$ cat config.mk
export PLATFORM = sky130hd
export DESIGN_NAME = rr_slot_arbiter
export DESIGN_NICKNAME = d
export VERILOG_FILES = /design/src/rtl/rr_slot_arbiter_pkg.sv /design/src/rtl/rr_slot_arbiter_pick.sv /design/src/rtl/rr_slot_arbiter.sv
export SDC_FILE = /design/constraint.sdc
export NUM_CORES = 1
export LEC_CHECK = 0
export CAP_MARGIN = 20
export CORE_ASPECT_RATIO = 1.25
export CORE_MARGIN = 8
export CORE_UTILIZATION = 46
export CTS_CLUSTER_SIZE = 28
export DETAILED_ROUTE_END_ITERATION = 10
export GPL_TIMING_DRIVEN = 0
export PLACE_DENSITY = 0.78
export SLEW_MARGIN = 20
export SYNTH_ARGS = -nofsm -noshare
export SYNTH_HDL_FRONTEND = slang
export SYNTH_SLANG_ARGS = --single-unit
$ cat constraint.sdc
create_clock -name clk -period 4.1 [get_ports clk]
set_input_delay 1.025 -clock clk [delete_from_list [all_inputs] [get_ports clk]]
set_output_delay 1.025 -clock clk [all_outputs]
set_load 0.01 [all_outputs]
$ cat src/rtl/rr_slot_arbiter_pkg.sv
// rr_arb_pkg: arbiter state enum, hold counter width, one-hot index and ring-rotate helpers
package rr_arb_pkg;
  typedef enum logic {IDLE, GRANT} state_t;
  localparam int HOLD_W = 8;
  function automatic logic [4:0] onehot_to_idx(input logic [31:0] v);
    logic [4:0] r;
    r = '0;
    for (int i = 0; i < 32; i++) r = v[i] ? r | 5'(i) : r;
    return r;
  endfunction
  function automatic logic [31:0] rotl1(input logic [31:0] v, input int n);
    logic [31:0] r;
    r = '0;
    for (int i = 0; i < 32; i++) if (i < n && v[i]) r[(i + 1) % n] = 1'b1;
    return r;
  endfunction
endpackage

$ cat src/rtl/rr_slot_arbiter_pick.sv
// rr_pick: combinational round-robin select; req/ptr in, one-hot pick and any out, first req at or above ptr wins with wrap
module rr_pick #(
  parameter int N = 8
) (
  input  logic [N-1:0] req,
  input  logic [N-1:0] ptr,
  output logic [N-1:0] pick,
  output logic         any
);
  logic [N-1:0] masked;
  always_comb begin
    masked = req & ~(ptr - N'(1));
    pick = |masked ? masked & (~masked + N'(1)) : req & (~req + N'(1));
    any = |req;
  end
endmodule

$ cat src/rtl/rr_slot_arbiter.sv
// rr_slot_arbiter: round-robin slot arbiter with max-hold preemption; clk/rst, req in, registered gnt/gnt_valid/gnt_id/preempt out
module rr_slot_arbiter
  import rr_arb_pkg::*;
#(
  parameter int N = 8,
  parameter int MAX_HOLD = 16,
  localparam int IDW = $clog2(N)
) (
  input  logic           clk,
  input  logic           rst,
  input  logic [N-1:0]   req,
  output logic [N-1:0]   gnt,
  output logic           gnt_valid,
  output logic [IDW-1:0] gnt_id,
  output logic           preempt
);
  state_t state;
  logic [N-1:0] ptr, pick;
  logic any, owner_req, rel;
  logic [HOLD_W-1:0] hold_cnt;
  rr_pick #(.N(N)) u_pick (.req(req), .ptr(ptr), .pick(pick), .any(any));
  always_comb begin
    owner_req = |(req & gnt);
    rel = !owner_req || hold_cnt == HOLD_W'(MAX_HOLD);
  end
  always_ff @(posedge clk) begin
    if (rst) begin
      state <= IDLE;
      gnt <= '0;
      gnt_valid <= 1'b0;
      gnt_id <= '0;
      preempt <= 1'b0;
      ptr <= N'(1);
      hold_cnt <= '0;
    end else if (state == IDLE) begin
      preempt <= 1'b0;
      if (any) begin
        state <= GRANT;
        gnt <= pick;
        gnt_valid <= 1'b1;
        gnt_id <= IDW'(onehot_to_idx(32'(pick)));
        hold_cnt <= HOLD_W'(1);
      end
    end else if (rel) begin
      state <= IDLE;
      gnt <= '0;
      gnt_valid <= 1'b0;
      gnt_id <= '0;
      preempt <= owner_req;
      ptr <= N'(rotl1(32'(gnt), N));
      hold_cnt <= '0;
    end else begin
      preempt <= 1'b0;
      hold_cnt <= &hold_cnt ? hold_cnt : hold_cnt + HOLD_W'(1);
    end
  end
endmodule

# Word level (Yosys, flattened, before mapping)
# Cells that the tools add are included.
# W data, S select, Z words.
[op_classes]
n_addsub = 4
n_eq_ne = 3
muxes = 32
bitwise_logic = 9
reduce_logical = 11
[ops]
columns = ["cell", "count"]
rows = [
  ["$mux W8", 8],
  ["$and A8 B8 Y8", 4],
  ["$add A8 B1 Y8 const B", 3],
  ["$not A8 Y8", 3],
  ["$reduce_or A8 Y1", 3],
  ["$mux W3", 7],
  ["$mux W1", 15],
  ["$eq A8 B5 Y1 const B", 1],
  ["$reduce_and A8 Y1", 1],
  ["$sub A8 B1 Y8 const B", 1],
  ["$reduce_and A2 Y1", 3],
  ["$mux W2", 2],
  ["$ne A3 B3 Y1 const B", 1],
  ["$reduce_or A3 Y1", 1],
  ["$ne A2 B1 Y1 const B", 1],
  ["$not A1 Y1", 2],
  ["$reduce_bool A2 Y1", 1],
  ["$logic_not A1 Y1", 1],
  ["$logic_or A1 B1 Y1", 1],
]
[word_totals]
regBits = 30
inputBits = 10
out_inout_bits = 13

# Logic depth before layout (Yosys ltp)
# Gate-level depths: netlist (run 1).
[depth]
depth_word = 16
ltp_mapped = 10
depth_no_buf = 9

# Modules after synthesis
# A second synthesis (run 1) with hierarchy kept.
[unflattened]
cells_unflattened = 181
area_unflattened_um2 = 1696.6
[by_module_without_submodules]
columns = ["module", "n_inst", "cells_each", "area_per_inst_um2"]
rows = [
  ["rr_slot_arbiter", 1, 125, 1295.0],
  ["rr_pick", 1, 56, 401.6],
]

# Worst setup path before layout (run 1)
# Ideal clock, no wire load.
[synth_timing]
path_type = "input -> register"
start = "input req[0]"
end = "register hold_cnt[3]"
setup_ns = 0.118
t_arrival_ns = 2.392
slack_ns = 1.590
cell_stages = 8
n_path_buf = 1
path_cell_list = "nor4_2 nor3b_2 and3_1 a41oi_1 clkbuf_1 nand4_1 xor2_1 nor2_1"
[synth_between]
elab_chain_len = 6
elab_cells_between_ends = 10
classes_between = "eq/ne: 1; mux: 2; bitwise: 1; reduce/logical: 6"
[synth_lines]
columns = ["element", "line_no", "source"]
rows = [
  ["from (decl)", "rr_slot_arbiter.sv:11", "input logic [N-1:0] req,"],
  ["$and A8 B8 Y8", "rr_slot_arbiter.sv:23", "owner_req = |(req & gnt);"],
  ["$reduce_or A8 Y1", "rr_slot_arbiter.sv:23", ""],
  ["$logic_not A1 Y1", "rr_slot_arbiter.sv:24", "rel = !owner_req || hold_cnt == HOLD_W'(MAX_HOLD);"],
  ["$logic_or A1 B1 Y1", "rr_slot_arbiter.sv:24", ""],
  ["$ne A3 B3 Y1 (no line) or $mux W8 (tied branches)", "-", ""],
  ["$reduce_and A2 Y1 (no line) or $mux W8 (tied branches)", "-", ""],
  ["to (signal assigned)", "rr_slot_arbiter.sv:54", "hold_cnt <= &hold_cnt ? hold_cnt : hold_cnt + HOLD_W'(1);"],
  ["to (decl)", "rr_slot_arbiter.sv:20", "logic [HOLD_W-1:0] hold_cnt;"],
]
# Several ways; a longest one is shown, not always the timed one.
# A chain may end at the register's enable or synchronous reset.

# Worst setup path after layout (run 1)
[layout_timing]
start = "input req[0]"
end = "register gnt_id[0]"
[layout_between]
elab_chain_len = 14
elab_cells_between_ends = 26
classes_between = "add/sub: 2; eq/ne: 1; mux: 10; bitwise: 6; reduce/logical: 7"
[layout_lines]
columns = ["element", "line_no", "source"]
rows = [
  ["$and A8 B8 Y8", "rr_slot_arbiter_pick.sv:12", "masked = req & ~(ptr - N'(1));"],
  ["$not A8 Y8", "rr_slot_arbiter_pick.sv:13", "pick = |masked ? masked & (~masked + N'(1)) : req & (~req + N'(1));"],
  ["$add A8 B1 Y8", "rr_slot_arbiter_pick.sv:13", ""],
  ["$and A8 B8 Y8", "rr_slot_arbiter_pick.sv:13", ""],
  ["$mux W8", "rr_slot_arbiter_pick.sv:13", ""],
  ["$mux W1", "rr_slot_arbiter_pkg.sv:8", "for (int i = 0; i < 32; i++) r = v[i] ? r | 5'(i) : r;"],
  ["$mux W2 (2 in a row)", "rr_slot_arbiter_pkg.sv:8", ""],
  ["$mux W3 (4 in a row)", "rr_slot_arbiter_pkg.sv:8", ""],
  ["$mux W3", "rr_slot_arbiter.sv:37", "if (any) begin"],
  ["$mux W3", "rr_slot_arbiter.sv:35", "end else if (state == IDLE) begin"],
  ["to (signal assigned)", "rr_slot_arbiter.sv:41", "gnt_id <= IDW'(onehot_to_idx(32'(pick)));"],
  ["to (decl)", "rr_slot_arbiter.sv:14", "output logic [IDW-1:0] gnt_id,"],
]
# Several ways; a longest one is shown, not always the timed one. The select of a mux whose other input is x is not followed.

==> flow_metrics.py, run 1 <==
metrics = {
    "die": {
        "io_pins": 23,
        "start_util_pct": 46.8,
        "core-area_um2": 3420,
        "die_h_um": 82.0,
        "rows": 24,
        "die_w_um": 68.8,
        "die-area_um2": 5640,
    },
    "detailed_routing": {
        "drtIter0Drc": 110,
        "vias_per_cell": 5.80,
        "final_antenna_net_count": 0,
        "drt-pass1-iter-count": 4,
        "via_count": 1486,
        "drcViolationCount": 0,
        "routedWlPerCell_um": 15.5,
        "drt_wl_total_mm": 3.97,
    },
    "sta": {
        "maxSlewHeadroom_pct": 40.0,
        "slew_viol_final": 0,
        "finClkSkew_ns": 0.00843,
        "hold_viol_final": 0,
        "grt_setup_unrepaired": "no",
        "finalCriticalPeriod_ns": 3.14,
        "min_period_over_period_pct": 76.5,
        "setup_viol": 0,
        "worst_slew_pin_slew_ns": 0.894,
        "maxClockFrequency_ghz": 0.319,
        "tns_ns": 0,
    },
    "worst_setup_path": {
        "critPathCaptureType": "flip-flop",
        "path_class": "in2reg",
        "crit_arrival_ns": 3.34,
        "cp.required_ns": 4.30,
        "slowest_stage": "clkdlybuf4s50_1",
        "worstPathMaxFanout": 10,
        "cp-start-kind": "primary input",
        "crit_chain": "clkdlybuf4s50_1 > nor4_2 > nor3b_2 > and3_1 > inv_1 > a21oi_1 > buf_2 > nand2_1 > o211ai_1",
        "r2r_cells": 9,
        "slowest_delay_ns": 0.53,
    },
    "grt": {
        "first_global_vias": 1461,
        "grt_pass1_wl_mm": 6.83,
        "grt_max_degree": 11,
        "globalRouteOverflowTotal": 0,
        "grt_usage_pct": 16.0,
        "antenna_found_initial": 0,
    },
    "final_layout": {
        "fin_area_um2": 1950,
        "antennaDiodeCount": 0,
        "layout.cells.most_common": "dfxtp_1",
        "layout.nets": 229,
        "syn_to_final_growth_pct": 21.9,
        "drive_gt1_share_pct": 10.1,
        "layout_common_cells": "30 x dfxtp_1, 24 x nor2_1, 23 x nand2_1, 21 x clkdlybuf4s50_1, 9 x a21oi_1",
    },
    "logic_synthesis": {
        "synth_edf_count": 0,
        "ys.warnings.count": 0,
        "synth_nets": 201,
        "ys_types": 52,
        "syn_area_um2": 1600,
        "synth_cells": 188,
        "ys_seq_area_share_pct": 37.5,
        "ys_ff_latch": 30,
        "ys.flop_type": "dfxtp_1",
        "synth.avg_cell_area_um2": 8.53,
        "synthArstFlopShare_pct": 0,
    },
    "placement": {
        "gp_congestion": 0.961,
        "io_buffers": 21,
        "dp_hpwl_mm": 2.98,
        "place_area_um2": 1860,
    },
    "power_and_ir_drop": {
        "power.switching_uw": 191,
        "internal-power_uw": 495,
        "power_frac_seq_pct": 45.9,
        "vdd_drop_max_mv": 0.226,
        "p_clk_share_pct": 35.8,
        "leakage_uw": 0.000728,
        "power.density_nw_per_um2": 351,
        "pwr-share-comb_pct": 18.3,
        "swShare_pct": 27.8,
    },
    "clock_network": {
        "root_buffer": "clkbuf_8",
        "htreeDepth": 2,
        "numCtsBuffers": 5,
        "clk_path_buf_depth": 2,
        "cts_tree": "built",
        "postCtsSetupBuffers": 0,
        "cts.repair.resized": 0,
        "path_clk_slew_ns": 0.06,
        "cts.sinks": 30,
        "clock_latency_ns": 0.28,
        "ctsHoldBuffers": 0,
    },
    "flow_run": {
        "cap_violations": 0,
    },
    "run_status": {
        "run_status": "completed",
    },
    "min_path": {
        "holdPathStages": 2,
        "min_path_type": "reg2reg",
    },
}
==> cell families (layout without fill, tap and decap cells) <==
group,Yosys count,after routing,share of synthesized area (%)
AOI/OAI and AO/OA,45,45,21.1
xor gates and xnor gates,9,9,5.39
adders and majority gates,3,3,2.34
buffers and inverters,11,40,2.73
DFF,30,30,37.5
muxes,7,7,4.45
and+or+nand+nor,83,83,26.5
==> area by class of cell <==
type / instances / area [µm²]
clock inverters: 1 / 5.00
repair buffers: 21 / 210
multi-input cells: 147 / 958
fillers: 342 / 1470
clock buffers: 7 / 86.3
well taps: 39 / 48.8
inverters: 6 / 22.5
flip-flops and latches: 30 / 601
plain buffers: 5 / 21.3
==> cells in the mapped netlist, types with 4 or more instances <==
library cell,n,share of area [%]
a21oi_1,9,2.8
nand3_1,6,1.9
dfxtp_1,30,37
nor2_1,24,5.6
nor3_1,5,1.6
o21ai_0,5,1.6
nand2_1,23,5.4
nand4_1,4,1.6
a22oi_1,5,2.3
inv_1,6,1.4
nand2b_1,4,1.6
mux2i_1,6,3.7
xor2_1,7,3.8
==> power groups by stage <==
stage / combinational [µW] / sequential, µW / clock [µW]
floorplan: 78.3 / 321 / 0
global placement: 123 / 321 / 0
detailed placement: 124 / 321 / 0
CTS: 125 / 314 / 252
global route: 137 / 316 / 263
finish: 126 / 315 / 245
==> registers in the layout, indices dropped and copies added (netlist names) <==
signal / count
gnt_id: 3
ptr: 8
preempt: 1
gnt_valid: 1
state: 1
hold_cnt: 8
gnt: 8
==> routing by layer <==
metal	up-vias	GRT usage [%]	wire length, µm
li1	745	-	-
met1	675	17.7	1730
met2	52	26.6	1950
met3	14	5.46	196
met4	0	7.85	97
met5	-	0	0
==> metrics by stage <==
step | hold slack, ns | setup slack [ns] | cells | total power, µW | util [%]
finish | 0.451 | 0.964 | 256 | 686 | 57.1
global route | 0.475 | 0.710 | 256 | 716 | 57.1
CTS | 0.452 | 1.02 | 256 | 692 | 57.1
detailed placement | 0.441 | 0.715 | 248 | 445 | 54.4
global placement | 0.432 | 0.775 | 248 | 444 | 54.4
floorplan | 0.467 | 1.59 | 188 | 399 | -
==> worst max-delay path, delay by kind of cell <==
family                 cells  cell delay, ns
AOI/OAI and AO/OA          2            0.30
buffers and inverters      3            0.88
and+or+nand+nor            4            1.14
==> final timing paths <==
check / start / endpoint / slack [ns]
max: req[0] / gnt_id[0] / 0.96
min reg2reg: gnt_valid / gnt_valid / 0.45
min: gnt_valid / gnt_valid / 0.45
max reg2reg: ptr[0] / gnt_id[2] / 1.73
(Power assumes the default switching activity.)
==> run 2: changes to the inputs <==
==> constraint.sdc (replaced) <==
create_clock -name clk -period 3 [get_ports clk]
set_input_delay 0.75 -clock clk [delete_from_list [all_inputs] [get_ports clk]]
set_output_delay 0.75 -clock clk [all_outputs]
set_load 0.01 [all_outputs]
==> flow_metrics.py, run 2 (same netlist as run 1, synthesis figures left out) <==
metrics = {
    "run_status": {
        "run_status": "completed",
    },
    "clock_network": {
        "root_buffer": "clkbuf_8",
        "postCtsSetupBuffers": 0,
        "numCtsBuffers": 5,
        "clk_path_buf_depth": 2,
        "cts_tree": "built",
        "cts.sinks": 30,
        "clock_latency_ns": 0.28,
        "htreeDepth": 2,
        "path_clk_slew_ns": 0.06,
    },
    "worst_setup_path": {
        "cp_num_buf_inv": 3,
        "cp.required_ns": 3.20,
        "path_depth": 9,
        "crit_arrival_ns": 2.96,
        "r2r_cells": 9,
        "slowest_delay_ns": 0.55,
        "cp-start-kind": "primary input",
        "slowest_stage": "clkdlybuf4s50_1",
        "r2r_setup_slack_ns": 0.62,
        "critPathCaptureType": "flip-flop",
        "worstPathMaxFanout": 10,
        "critical-path-top-delay-family": "simple AND/OR/NAND/NOR gates",
        "path_class": "in2reg",
        "crit_chain": "clkdlybuf4s50_1 > nor4_4 > nor3b_4 > and3_1 > inv_1 > a21oi_1 > clkbuf_4 > nand2_1 > o211ai_1",
    },
    "power_and_ir_drop": {
        "vdd_drop_max_mv": 0.309,
        "power_frac_seq_pct": 45.7,
        "p_clk_share_pct": 35.7,
        "swShare_pct": 27.9,
        "power.switching_uw": 262,
        "power_uw": 940,
        "pwr-share-comb_pct": 18.5,
        "power.density_nw_per_um2": 477,
        "internal-power_uw": 678,
        "leakage_uw": 0.000733,
    },
    "sta": {
        "fin_ws_ns": 0.244,
        "maxClockFrequency_ghz": 0.363,
        "min_period_over_period_pct": 91.9,
        "worst_slew_pin_slew_ns": 0.913,
        "maxSlewHeadroom_pct": 38.7,
        "setup_viol": 0,
        "hold_viol_final": 0,
        "finClkSkew_ns": 0.00704,
        "slew_viol_final": 0,
        "grt_setup_unrepaired": "no",
        "finalCriticalPeriod_ns": 2.76,
    },
    "die": {
        "io_pins": 23,
        "start_util_pct": 46.8,
        "die-area_um2": 5640,
        "die_h_um": 82.0,
        "core-area_um2": 3420,
        "rows": 24,
        "die_w_um": 68.8,
    },
    "placement": {
        "placed_cells": 248,
        "io_buffers": 21,
        "gp_congestion": 0.961,
        "place_area_um2": 1860,
        "dp_hpwl_mm": 2.98,
        "dp_slack_ns": -0.110,
    },
    "detailed_routing": {
        "routedWlPerCell_um": 15.5,
        "vias_per_cell": 5.83,
        "drtIter0Drc": 101,
        "drcViolationCount": 0,
        "final_antenna_net_count": 0,
        "drt_wl_total_mm": 3.96,
        "via_count": 1492,
        "drt-pass1-iter-count": 4,
    },
    "final_layout": {
        "layout.cells.most_common": "dfxtp_1",
        "nFillCells": 337,
        "drive_gt1_share_pct": 10.1,
        "syn_to_final_growth_pct": 23.0,
        "antennaDiodeCount": 0,
        "layoutNonFillerInstCount": 256,
        "fin_area_um2": 1970,
        "layout.nets": 229,
        "layout_common_cells": "30 x dfxtp_1, 24 x nor2_1, 23 x nand2_1, 21 x clkdlybuf4s50_1, 9 x a21oi_1",
        "reg_top3": "gnt: 8 flops, hold_cnt: 8 flops, ptr: 8 flops",
    },
    "grt": {
        "grt_max_degree": 11,
        "met3_usage_pct": 5.46,
        "grtUsageMet2_pct": 26.6,
        "antenna_found_initial": 0,
        "top_usage_layer": "met2",
        "grt_pass1_wl_mm": 6.83,
        "grt_use_met1_pct": 17.7,
        "globalRouteOverflowTotal": 0,
        "first_global_vias": 1461,
        "grt_usage_pct": 16.0,
    },
    "flow_run": {
        "cap_violations": 0,
    },
    "min_path": {
        "min_path_type": "reg2reg",
        "holdPathStages": 2,
    },
}
[run 2: timing repair]
action,CTS,global route
hold buffers,0,0
endpoints found under the setup margin,0,14
gates resized for setup,0,3
[run 2: path summary, 6_finish.rpt]
path                                 from   endpoint
worst min register to register  gnt_valid  gnt_valid
worst max register to register     ptr[0]  gnt_id[2]
worst min-delay path            gnt_valid  gnt_valid
worst max-delay path               req[0]  gnt_id[0]
[run 2: power by group through the flow]
stage | Clock (µW) | Sequential [µW] | Combinational, µW
floorplan | 0 | 439 | 107
global placement | 0 | 438 | 169
detailed placement | 0 | 438 | 170
CTS | 344 | 430 | 171
global route | 359 | 432 | 190
finish | 336 | 430 | 174
[run 2: cell type report]
type / instances / area, µm² / area share [%]
multi-input cells: 147 / 973 / 49.4
plain buffers: 5 / 23.8 / 1.21
flip-flops and latches: 30 / 601 / 30.5
clock inverters: 1 / 5.00 / 0.254
well taps: 39 / 48.8 / 2.48
clock buffers: 7 / 86.3 / 4.38
inverters: 6 / 22.5 / 1.14
repair buffers: 21 / 210 / 10.7
[run 2: layer usage]
metal  part of all wire (%)  vias to the layer above
li1                       -                      742
met1                     42                      677
met2                     49                       53
met3                    5.6                       20
met4                    2.9                        0
met5                      0                        -
[run 2: tightest hold or removal path, stage by stage, from the launching register on]
cell	delay, ns
dfxtp_1	0.31
nand2_1	0.05
nand2_1	0.05
[run 2: metrics by stage]
stage / TNS [ns] / utilization (%) / hold slack [ns]
final: 0 / 57.6 / 0.451
after global routing: 0 / 57.6 / 0.475
after CTS: 0 / 57.1 / 0.452
after detailed placement: -1.00 / 54.4 / 0.441
after global placement: -0.264 / 54.4 / 0.432
after floorplan: 0 / - / 0.467
